$ cat src/rtl/mem_port_sequencer.sv
// Shares one byte-wide single-port RAM between the fetch and data ports, splitting
// each big-endian byte/half/word access into one RAM byte access per cycle.
module mem_port_sequencer #(
  parameter int ADDR_BITS = 8
) (
  input  logic                 clk,
  input  logic                 reset,
  input  logic                 i_req,
  input  logic [31:0]          i_addr,
  output logic                 i_done,
  output logic [31:0]          i_rdata,
  input  logic                 d_req,
  input  logic                 d_rw,
  input  logic [1:0]           d_size,
  input  logic [31:0]          d_addr,
  input  logic [31:0]          d_wdata,
  output logic                 d_done,
  output logic [31:0]          d_rdata,
  output logic [ADDR_BITS-1:0] ram_addr,
  output logic                 ram_we,
  output logic [7:0]           ram_wdata,
  input  logic [7:0]           ram_rdata,
  output logic                 busy
);

  typedef enum logic [1:0] {IDLE, XFER, DONE} state_t;

  state_t               state_reg, state_next;
  logic [ADDR_BITS-1:0] base_reg;
  logic                 rw_reg;
  logic                 port_d_reg;
  logic [1:0]           last_reg;
  logic [1:0]           idx_reg;
  logic [31:0]          wdata_reg;
  logic [31:0]          acc_reg;
  logic [31:0]          i_rdata_reg;
  logic [31:0]          d_rdata_reg;
  logic [31:0]          acc_shift;
  logic [1:0]           sel;
  logic [7:0]           wbytes [4];
  logic                 unused_addr_bits;

  assign unused_addr_bits = ^{i_addr[31:ADDR_BITS], d_addr[31:ADDR_BITS]};

  genvar gi;
  generate
    for (gi = 0; gi < 4; gi++) begin : g_wbytes
      assign wbytes[gi] = wdata_reg[gi*8 +: 8];
    end
  endgenerate

  assign acc_shift = {acc_reg[23:0], ram_rdata};
  // Big-endian: byte index k carries wdata byte (nbytes-1-k).
  assign sel       = last_reg - idx_reg;

  always_comb begin
    state_next = state_reg;
    case (state_reg)
      IDLE: begin
        if (d_req)      state_next = (d_size == 2'b11) ? DONE : XFER;
        else if (i_req) state_next = XFER;
      end
      XFER:    if (idx_reg == last_reg) state_next = DONE;
      DONE:    state_next = IDLE;
      default: state_next = IDLE;
    endcase
  end

  always_comb begin
    ram_addr  = '0;
    ram_we    = 1'b0;
    ram_wdata = 8'h00;
    if (state_reg == XFER) begin
      ram_addr = base_reg + ADDR_BITS'(idx_reg);
      // Gating with reset keeps a byte from landing on the very edge that aborts the access.
      ram_we   = rw_reg & ~reset;
      if (rw_reg) ram_wdata = wbytes[sel];
    end
  end

  assign i_done  = (state_reg == DONE) && !port_d_reg;
  assign d_done  = (state_reg == DONE) &&  port_d_reg;
  assign busy    = (state_reg != IDLE);
  assign i_rdata = i_rdata_reg;
  assign d_rdata = d_rdata_reg;

  always_ff @(posedge clk) begin
    if (reset) begin
      state_reg   <= IDLE;
      base_reg    <= '0;
      rw_reg      <= 1'b0;
      port_d_reg  <= 1'b0;
      last_reg    <= 2'd0;
      idx_reg     <= 2'd0;
      wdata_reg   <= 32'h0;
      acc_reg     <= 32'h0;
      i_rdata_reg <= 32'h0;
      d_rdata_reg <= 32'h0;
    end else begin
      state_reg <= state_next;
      case (state_reg)
        IDLE: begin
          if (d_req) begin
            base_reg   <= d_addr[ADDR_BITS-1:0];
            rw_reg     <= d_rw && (d_size != 2'b11);
            port_d_reg <= 1'b1;
            idx_reg    <= 2'd0;
            acc_reg    <= 32'h0;
            wdata_reg  <= d_wdata;
            case (d_size)
              2'b01:   last_reg <= 2'd1;
              2'b10:   last_reg <= 2'd3;
              default: last_reg <= 2'd0;
            endcase
            if (d_size == 2'b11) d_rdata_reg <= 32'h0;
          end else if (i_req) begin
            base_reg   <= i_addr[ADDR_BITS-1:0];
            rw_reg     <= 1'b0;
            port_d_reg <= 1'b0;
            idx_reg    <= 2'd0;
            acc_reg    <= 32'h0;
            last_reg   <= 2'd3;
          end
        end
        XFER: begin
          idx_reg <= idx_reg + 2'd1;
          acc_reg <= acc_shift;
          if (idx_reg == last_reg) begin
            if (!port_d_reg)  i_rdata_reg <= acc_shift;
            else if (!rw_reg) d_rdata_reg <= acc_shift;
          end
        end
        default: ;
      endcase
    end
  end

endmodule

$ cat config.mk
export PLATFORM = sky130hd
export DESIGN_NAME = mem_port_sequencer
export DESIGN_NICKNAME = d
export VERILOG_FILES = /design/src/rtl/mem_port_sequencer.sv
export SDC_FILE = /design/constraint.sdc
export NUM_CORES = 1
export LEC_CHECK = 0
export BUFFER_PORTS_ARGS = -buffer_cell sky130_fd_sc_hd__buf_2
export CAP_MARGIN = 20
export CORE_MARGIN = 1
export CORE_UTILIZATION = 35
export DETAILED_ROUTE_END_ITERATION = 16
export PLACE_DENSITY = 0.59
export REMOVE_ABC_BUFFERS = 1
export SLEW_MARGIN = 20
export SYNTH_ARGS = -nofsm -noshare
export SYNTH_HDL_FRONTEND = slang
export SYNTH_SLANG_ARGS = --single-unit
$ cat constraint.sdc
create_clock -name clk -period 2.2 [get_ports clk]
set_input_delay 0.22 -clock clk [delete_from_list [all_inputs] [get_ports clk]]
set_output_delay 0.22 -clock clk [all_outputs]
set_load 0.02 [all_outputs]
==> results of run 1 <==
-- cell families after synthesis --
| group | Yosys count | synth area share [%] |
|---|---|---|
| buffers and inverters | 52 | 4.27 |
| flip-flops | 136 | 49.0 |
| AO/OA/AOI/OAI | 116 | 12.5 |
| multiplexers | 56 | 10.1 |
| XOR/XNOR | 8 | 1.93 |
| adder cells (fa/ha/maj) | 6 | 1.48 |
| AND/OR/NAND/NOR | 268 | 20.8 |
-- routing by layer --
layer	share of wire (%)	up-vias	global-route usage, %
met5	0	-	0
met4	3.0	0	9.90
met1	45	2205	21.8
met2	48	116	29.1
li1	-	2400	-
met3	4.4	34	4.47
-- area by class of cell --
cell class                      count  share of cell area (%)
Sequential cell                   136                    38.4
Timing Repair Buffer              160                    12.3
Clock inverter                     11                    1.69
Clock buffer                       21                    6.63
Tap cell                          211                    3.72
Multi-Input combinational cell    454                    36.9
Inverter                            4                   0.212
-- Yosys cell counts, types with 2 or more instances --
library cell,number
buf_6,4
a22oi_1,24
inv_1,4
or2_1,3
nand3_1,4
nor2b_1,2
xor2_1,4
nand2b_1,33
nand4b_1,3
o22ai_1,9
dfxtp_1,136
mux2i_1,56
clkbuf_1,31
nand2_1,164
and2_1,5
ha_1,5
a211oi_1,8
buf_2,10
xnor2_1,2
a21oi_1,68
nor2_1,48
buf_1,3
-- cells in the final DEF (no fill, tap or decap), types with 4 or more instances in the layout --
cell type  instances
nand2_1          164
buf_2            145
dfxtp_1          134
a21oi_1           68
mux2i_1           56
nor2_1            47
nand2b_1          33
a22oi_1           24
clkbuf_16         17
buf_4             12
o22ai_1            9
a211oi_1           8
and2_1             5
inv_1              4
xor2_1             4
ha_1               4
clkinv_2           4
-- metrics by stage --
| step | power [mW] | instance area [sq um] | setup slack, ns |
|---|---|---|---|
| final | 6.47 | 7090 | 0.0550 |
| after global routing | 6.77 | 7090 | -0.0975 |
| after CTS | 6.55 | 7080 | 0.00109 |
| after detailed placement | 3.70 | 6470 | 0.328 |
| after global placement | 3.67 | 6470 | 0.358 |
| after floorplan | 3.31 | 5340 | -0.0436 |
-- final timing paths --
check,from,end,slack [ns],cells past startpoint
max,idx_reg[0]$_SDFFE_PP0P_,ram_addr[6],0.06,6
min,d_wdata[19],wdata_reg[19]$_SDFFE_PP0P_,0.04,3
max reg2reg,state_reg[1]$_SDFFE_PP0P_,d_rdata[1]$_SDFFE_PP0P_,0.36,6
min reg2reg,i_rdata[18]$_SDFFE_PP0P_,i_rdata[18]$_SDFFE_PP0P_,0.45,2
-- power by group through the flow --
| stage | clock (mW) | combinational, mW | sequential, mW |
|---|---|---|---|
| 3_3_place_gp | 0 | 0.955 | 2.72 |
| 2_1_floorplan | 0 | 0.578 | 2.73 |
| 4_1_cts | 2.90 | 0.979 | 2.68 |
| 6_report | 2.82 | 0.975 | 2.68 |
| 5_1_grt | 3.00 | 1.08 | 2.69 |
| 3_5_place_dp | 0 | 0.971 | 2.73 |
-- critical path, stage by stage, from the launching register on --
cell	delay, ns
dfxtp_2	0.35
ha_1	0.22
fa_1	0.43
nand3_1	0.13
xor2_1	0.16
nor2_1	0.05
buf_2	0.17
-- repair_timing --
| action | in CTS | in global routing |
|---|---|---|
| endpoints found under the hold margin | 0 | 0 |
| hold buffers | 0 | 0 |
| buffers inserted | 0 | 2 |
| pin swaps | 1 | 1 |
| setup endpoints to repair | 10 | 12 |
| gates resized for setup | 5 | 1 |
==> impl_results.md, run 1 <==
* Total GRT Usage at 17.9%
* Synth unique cells at 38
* Sw Ratio at 27.1%
* 1st-iter DRT viols at 226
* Critical Path Start Type: flop
* Placed insts at 963
* Sum Neg Setup Slack at 0 ns
* HPWL Detailed at 8930 um
* Worst Hold Class: in2reg
* CP max FO at 5
* Largest net degree at the start of global routing at 62
* Worst VDD drop at 0.503 mV
* First-pass GRT wire length at 22900 um
* Shortest period the worst path allows at 2.14 ns
* Slew HR at 62.3%
* Seq cells post-synth at 136
* Vias per cell at 4.77
* Fin util at 46.2%
* Initial DRT Pass Iterations at 4
* Area occupied by multi-input gates at 2620 sq um
* Initial cell density of the core at 36.2%
* Mapped Cells at 642
* Hold_ws at 0.0436 ns
* WL/cell at 13.9 um
* Top_reg_cell synth: dfxtp_1
* Top cells by area, synth: dfxtp_1, nand2_1, mux2i_1
* Initial antenna violation count at 0
* Net Sw Power at 1.75 mW
* Final layout net count at 890
* IO Pins at 195
* Final wirelength at 13900 um
* Status: complete, no violations
* Register Area at 2730 sq um
* Clock Tree Buf Depth at 2
* Seq/Total Area, Yosys at 49.0%
* Avg Cell Area, Syn at 8.66 sq um
* RSZ-0062 raised after global routing: true
* DRT antenna net count at 0
* CTS buffer count at 17
* Post-Syn Area at 5560 sq um
* Area leader, netlist: dfxtp_1
* Synth warnings at 0
* Post-synth EDFFs at 0
* Clock share of power at 43.6%
* Maxcap violations at 0
* Final Non-Filler Cells at 997
* Clk slew on worst S/H paths at 0.06 ns
* Vias in the first global route at 4691
* Input/output buffers at 146
* # setup viols final at 0
* Worst-Skew Late Latency at 0.42 ns
* Clk root buf: clkbuf_16
* Area growth, synth to finish at 27.6%
* Total grt overflow at 0
* Die H at 128 um
* Clock Skew at 0.00646 ns
* Num rows at 45
* Clock sinks at 136
* Layout cells sized above 1 at 25.4%
* Global placer's final weighted congestion at 0.779
* CTS H-tree depth at 4
* Max Fclk at 0.466 GHz
* Gate power share at 15.1%
* Leak at 3.16 nW
* P per Cell Area at 912 nW/um^2
* Slew Limit Fails at 0
* Number of fill cells in the layout at 1505
* P_int at 4.72 mW
* Antenna cells at 0
* Routed vias at 4755
* Measured slew at the worst slew-check pin at 0.565 ns
* Final Cycle Share at 97.5%
* Die X at 128 um
* CTS tree: built
* Crit. End Element: primary output
* Final hold violation count at 0
* Critical path type: reg2out
* DRC at 0
* DIE AREA at 16400 sq um
* Top cell type's share of synthesized area at 49.0%
* Seq pwr share at 41.3%
* Core Area at 15400 sq um
* Req. time, crit path at 1.98 ns
* Critical path arrival at 1.92 ns
* FFs w/ async S/R, synth at 0%
Power figures use the tool's default switching activity.
==> inputs of run 2 (changes only) <==
- CELL_PAD_IN_SITES_DETAIL_PLACEMENT: not set -> 0
- CELL_PAD_IN_SITES_GLOBAL_PLACEMENT: not set -> 1
- PLACE_DENSITY: 0.59 -> 0.77
==> impl_results.md, run 2 (same netlist as run 1, synthesis figures left out) <==
* Worst R2R End: d_rdata[22]$_SDFFE_PP0P_
* Worst Hold Class: in2reg
* Commonest cells after routing, fill and taps aside: nand2_1, buf_2, dfxtp_1
* HP Start: d_wdata[6]
* Initial cell density of the core at 36.2% (unchanged)
* Final layout net count at 890 (unchanged)
* Maxcap violations at 0 (unchanged)
* Critical path type: reg2out
* HPWL Detailed at 9070 um (+1.6%)
* Critical path depth at 6 (unchanged)
* CTS buffer count at 17 (unchanged)
* Shortest period the worst path allows at 2.09 ns (-0.0553 ns)
* Critical Path Start Type: flop
* Initial DRT Pass Iterations at 4 (unchanged)
* Clock sinks at 136 (unchanged)
* Layout cells sized above 1 at 26.1% (+0.64 points)
* Global placer's final weighted congestion at 0.772 (-1.0%)
* CP max FO at 16 (+11)
* Antenna cells at 0 (unchanged)
* Slew HR at 28.8% (-34 points)
* First-pass GRT wire length at 22500 um (-2.0%)
* RSZ-0062 raised after global routing: false
* P per Cell Area at 935 nW/um^2 (+2.4%)
* Hold Path End: wdata_reg[6]$_SDFFE_PP0P_
* # setup viols final at 0 (unchanged)
* Worst VDD drop at 0.557 mV (+11%)
* R2R setup slack at 0.41 ns (+0.05 ns)
* Crit. End Element: primary output
* Num rows at 45 (unchanged)
* WP buf/inv at 2 (+1)
* Total grt overflow at 0 (unchanged)
* Req. time, crit path at 1.98 ns (about the same)
* WL/cell at 14.1 um (+1.1%)
* Final Non-Filler Cells at 997 (unchanged)
* Largest net degree at the start of global routing at 61 (-1.6%)
* Worst-Skew Late Latency at 0.42 ns (about the same)
* Status: complete, no violations
* IO Pins at 195 (unchanged)
* Final wirelength at 14000 um (+1.1%)
* Clock Tree Buf Depth at 2 (unchanged)
* Die X at 128 um (unchanged)
* Placed insts at 964 (+0.10%)
* Top delay family on crit path: XOR/XNOR gates
* Fin util at 46.6% (+0.40 points)
* Crit-path slowest cell: dfxtp_4
* Die H at 128 um (unchanged)
* DRC at 0 (unchanged)
* Input/output buffers at 146 (unchanged)
* Initial antenna violation count at 0 (unchanged)
* Critical path arrival at 1.87 ns (-0.05 ns)
* Vias per cell at 4.83 (+1.2%)
* Ordered list of cells on the worst path: xnor2_4 > xor2_4 > buf_12 > mux2i_1 > o22ai_1 > buf_4
* Clk slew on worst S/H paths at 0.06 ns (about the same)
* Slew Limit Fails at 0 (unchanged)
* Leak at 3.18 nW (+0.66%)
* DRT antenna net count at 0 (unchanged)
* Routed vias at 4812 (+1.2%)
* Clock Skew at 0.00735 ns (+0.000887 ns)
* 1st-iter DRT viols at 212 (-6.2%)
* Max Fclk at 0.479 GHz (+2.6%)
* Hold path depth at 3 (unchanged)
* Measured slew at the worst slew-check pin at 1.07 ns (+0.503 ns)
* Most common cell after layout, fill and taps aside: nand2_1
* Slowest stage delay, CP at 0.38 ns (-0.05 ns)
* DIE AREA at 16400 sq um (unchanged)
* Vias in the first global route at 4662 (-0.62%)
* Final Cycle Share at 95.0% (-2.5 points)
* RR Startpoint: idx_reg[1]$_SDFFE_PP0P_
* Clk root buf: clkbuf_16
* R2R cell count at 6 (unchanged)
* CTS H-tree depth at 4 (unchanged)
* Final hold violation count at 0 (unchanged)
* CTS tree: built
* Core Area at 15400 sq um (unchanged)
* Total GRT Usage at 17.5% (-0.43 points)
* Area growth, synth to finish at 28.7%
## run 2: cell count changes in the layout (fill, tap and decap cells not counted), sizes merged
| cell | delta |
|---|---|
| clkinvlp | -1 |
| bufinv | +2 |
| clkbuf | -1 |
## run 2: tightest hold or removal path, delay by kind of cell
kind                   cells  cell delay (ns)
buffers and inverters      1             0.09
AOI/OAI and AO/OA          1             0.05
and+or+nand+nor            1             0.04
## run 2: per-stage QoR
step	area [sq um]	setup TNS, ns	hold slack (ns)	worst slack [ns]	power, mW
after floorplan	5340	-1.39	0.289	-0.0436	3.31
after global placement	6480	0	0.438	0.358	3.69
after detailed placement	6480	0	0.446	0.327	3.71
after CTS	7130	0	0.0193	0.0410	6.76
after global routing	7160	0	0.0314	0.00346	6.97
final	7160	0	0.0384	0.110	6.69
## run 2: report_power, final
group,total [mW],switching [mW],internal (mW)
combinational,0.993,0.603,0.390
clock,3.02,1.07,1.95
sequential,2.68,0.0894,2.59
total,6.69,1.76,4.93
## run 2: how the worst max path moves through the flow
stage / endpoint / start
after floorplan: i_rdata[0]$_SDFFE_PP0P_ / state_reg[0]$_SDFFE_PP0P_
after global placement: ram_wdata[5] / idx_reg[0]$_SDFFE_PP0P_
after detailed placement: d_rdata[22]$_SDFFE_PP0P_ / idx_reg[0]$_SDFFE_PP0P_
after CTS: ram_wdata[6] / state_reg[0]$_SDFFE_PP0P_
after global routing: ram_wdata[3] / idx_reg[1]$_SDFFE_PP0P_
final: ram_wdata[5] / idx_reg[1]$_SDFFE_PP0P_
## run 2: layer usage
metal	GRT usage [%]	vias up	wire, um
met4	7.61	0	296
met3	4.34	21	659
li1	-	2409	-
met2	28.9	117	6760
met1	21.7	2265	6320
met5	0	-	0
## run 2: timing repair
item,4_1_cts,5_1_grt
gates resized for setup,5,8
setup buffers,1,0
hold buffers,0,0
setup endpoints to repair,10,8
pin swaps,1,0
## run 2: layout make-up
class,count,area [sq um]
sequential,136,2730
timing repair buffer,160,878
tap,211,264
clock buffer,20,457
clock inverter,12,173
fill,1518,8220
inverter,4,15.0
multi-input combinational,454,2640
==> inputs of run 3 (changes only) <==
- REMOVE_ABC_BUFFERS: 1 -> not set
==> impl_results.md, run 3 (same netlist as run 1, synthesis figures left out) <==
* Status: complete, no violations
* Commonest cells after routing, fill and taps aside: nand2_1, buf_2, dfxtp_1
* Post-Layout Inst Area at 7140 sq um (-0.24%)
* CTS buffer count at 17 (unchanged)
* Die X at 128 um (unchanged)
* Final hold violation count at 0 (unchanged)
* Total grt overflow at 0 (unchanged)
* Leak at 3.17 nW (-0.29%)
* Clk slew on worst S/H paths at 0.06 ns (about the same)
* Critical Path Start Type: flop
* Syn_nets at 759
* Maxcap violations at 0 (unchanged)
* Area growth, synth to finish at 28.3%
* Final layout net count at 891 (+0.11%)
* CP max FO at 16 (unchanged)
* WL/cell at 14.7 um (+4.2%)
* HPWL Detailed at 10000 um (+10%)
* Worst-Skew Late Latency at 0.42 ns (about the same)
* Req. time, crit path at 1.98 ns (about the same)
* Crit-path slowest cell: dfxtp_4
* Num rows at 45 (unchanged)
* Slew HR at 34.3% (+5.5 points)
* IO Pins at 195 (unchanged)
* Worst VDD drop at 0.559 mV (+0.38%)
* Clock Skew at 0.0172 ns (+0.00988 ns)
* Measured slew at the worst slew-check pin at 0.986 ns (-0.0828 ns)
* Max Fclk at 0.475 GHz (-0.65%)
* Hold_ws at 0.0480 ns (+0.00958 ns)
* 1st-iter DRT viols at 198 (-6.6%)
* Largest net degree at the start of global routing at 59 (-3.3%)
* Antenna cells at 0 (unchanged)
* RSZ-0062 raised after global routing: false
* R2R cell count at 5 (-1)
* Clk root buf: clkbuf_16
* Worst Hold Class: in2reg
* Critical path arrival at 1.88 ns (about the same)
* Input/output buffers at 146 (unchanged)
* Clock Tree Buf Depth at 2 (unchanged)
* Placed insts at 965 (+0.10%)
* Final Non-Filler Cells at 998 (+0.10%)
* Routed vias at 4772 (-0.83%)
* Hold path depth at 3 (unchanged)
* Total GRT Usage at 18.7% (+1.2 points)
* Slowest stage delay, CP at 0.37 ns (about the same)
* # setup viols final at 0 (unchanged)
* DRC at 0 (unchanged)
* Sum Neg Setup Slack at 0 ns (unchanged)
* Core Area at 15400 sq um (unchanged)
* Final Cycle Share at 95.6% (+0.62 points)
* Initial antenna violation count at 0 (unchanged)
* P per Cell Area at 924 nW/um^2 (-1.1%)
* CTS tree: built
* Initial DRT Pass Iterations at 5 (+1)
* Final wirelength at 14600 um (+4.3%)
* Global placer's final weighted congestion at 0.789 (+2.3%)
* Clock sinks at 136 (unchanged)
* DIE AREA at 16400 sq um (unchanged)
* Ordered list of cells on the worst path: xnor2_4 > xor2_4 > buf_12 > mux2i_1 > o22ai_1 > buf_2
* Layout cells sized above 1 at 26.2% (+0.094 points)
* CTS H-tree depth at 4 (unchanged)
* First-pass GRT wire length at 23600 um (+4.9%)
* Critical path type: reg2out
* Initial cell density of the core at 36.2% (unchanged)
* Most common cell after layout, fill and taps aside: nand2_1
* Post-DP Area at 6480 sq um (about the same)
* DRT antenna net count at 0 (unchanged)
* Die H at 128 um (unchanged)
* Vias per cell at 4.78 (-0.93%)
* Shortest period the worst path allows at 2.10 ns (+0.0136 ns)
* Crit. End Element: primary output
* Vias in the first global route at 4698 (+0.77%)
* Slew Limit Fails at 0 (unchanged)
## run 3: routing by layer
metal | share of wire (%) | routed length, um | global-route usage, %
met3 | 6.8 | 992 | 6.18
met4 | 1.2 | 173 | 6.78
met1 | 46 | 6690 | 23.3
met2 | 46 | 6790 | 30.0
met5 | 0 | 0 | 0
## run 3: what timing repair did
item                       CTS  global route
setup endpoints to repair   10            10
cloned                       0             0
pin swaps                    1             1
resized for setup            3             9
buffers inserted             1             0
hold buffers                 0             0
## run 3: per-stage QoR
stage / power (mW) / setup WS (ns) / utilization, %
floorplan: 3.41 / 0.370 / -
CTS: 6.67 / 0.00939 / 46.2
detailed placement: 3.71 / 0.327 / 42.1
global placement: 3.68 / 0.369 / 42.1
finish: 6.59 / 0.0968 / 46.4
global route: 6.90 / 0.00292 / 46.4
## run 3: power breakdown
group          switching [mW]  leakage [nW]  internal, mW  total [mW]
clock network            1.08         0.302          1.85        2.93
logic                   0.591          1.77         0.389       0.980
registers              0.0962          1.11          2.59        2.68
## run 3: worst paths after layout
| kind | to | slack [ns] | from |
|---|---|---|---|
| setup / recovery | ram_wdata[4] | 0.1 | idx_reg[1]$_SDFFE_PP0P_ |
| hold / removal | wdata_reg[3]$_SDFFE_PP0P_ | 0.05 | d_wdata[3] |
| setup reg to reg | d_rdata[17]$_SDFFE_PP0P_ | 0.43 | state_reg[1]$_SDFFE_PP0P_ |
| hold reg to reg | i_rdata[29]$_SDFFE_PP0P_ | 0.45 | i_rdata[29]$_SDFFE_PP0P_ |
## run 3: critical path: cells and delay by family, from the launching register on
family | cells | cell delay, ns
XOR/XNOR | 2 | 0.38
buffers and inverters | 2 | 0.36
multiplexers | 1 | 0.24
flip-flops | 1 | 0.37
AO/OA/AOI/OAI | 1 | 0.10
## run 3: area by class of cell
| cell class | count | area [sq um] |
|---|---|---|
| inverter | 4 | 15.0 |
| fill | 1528 | 8230 |
| multi-input combinational | 454 | 2640 |
| clock buffer | 19 | 453 |
| clock inverter | 13 | 166 |
| timing repair buffer | 161 | 873 |
| tap | 211 | 264 |
| sequential | 136 | 2730 |
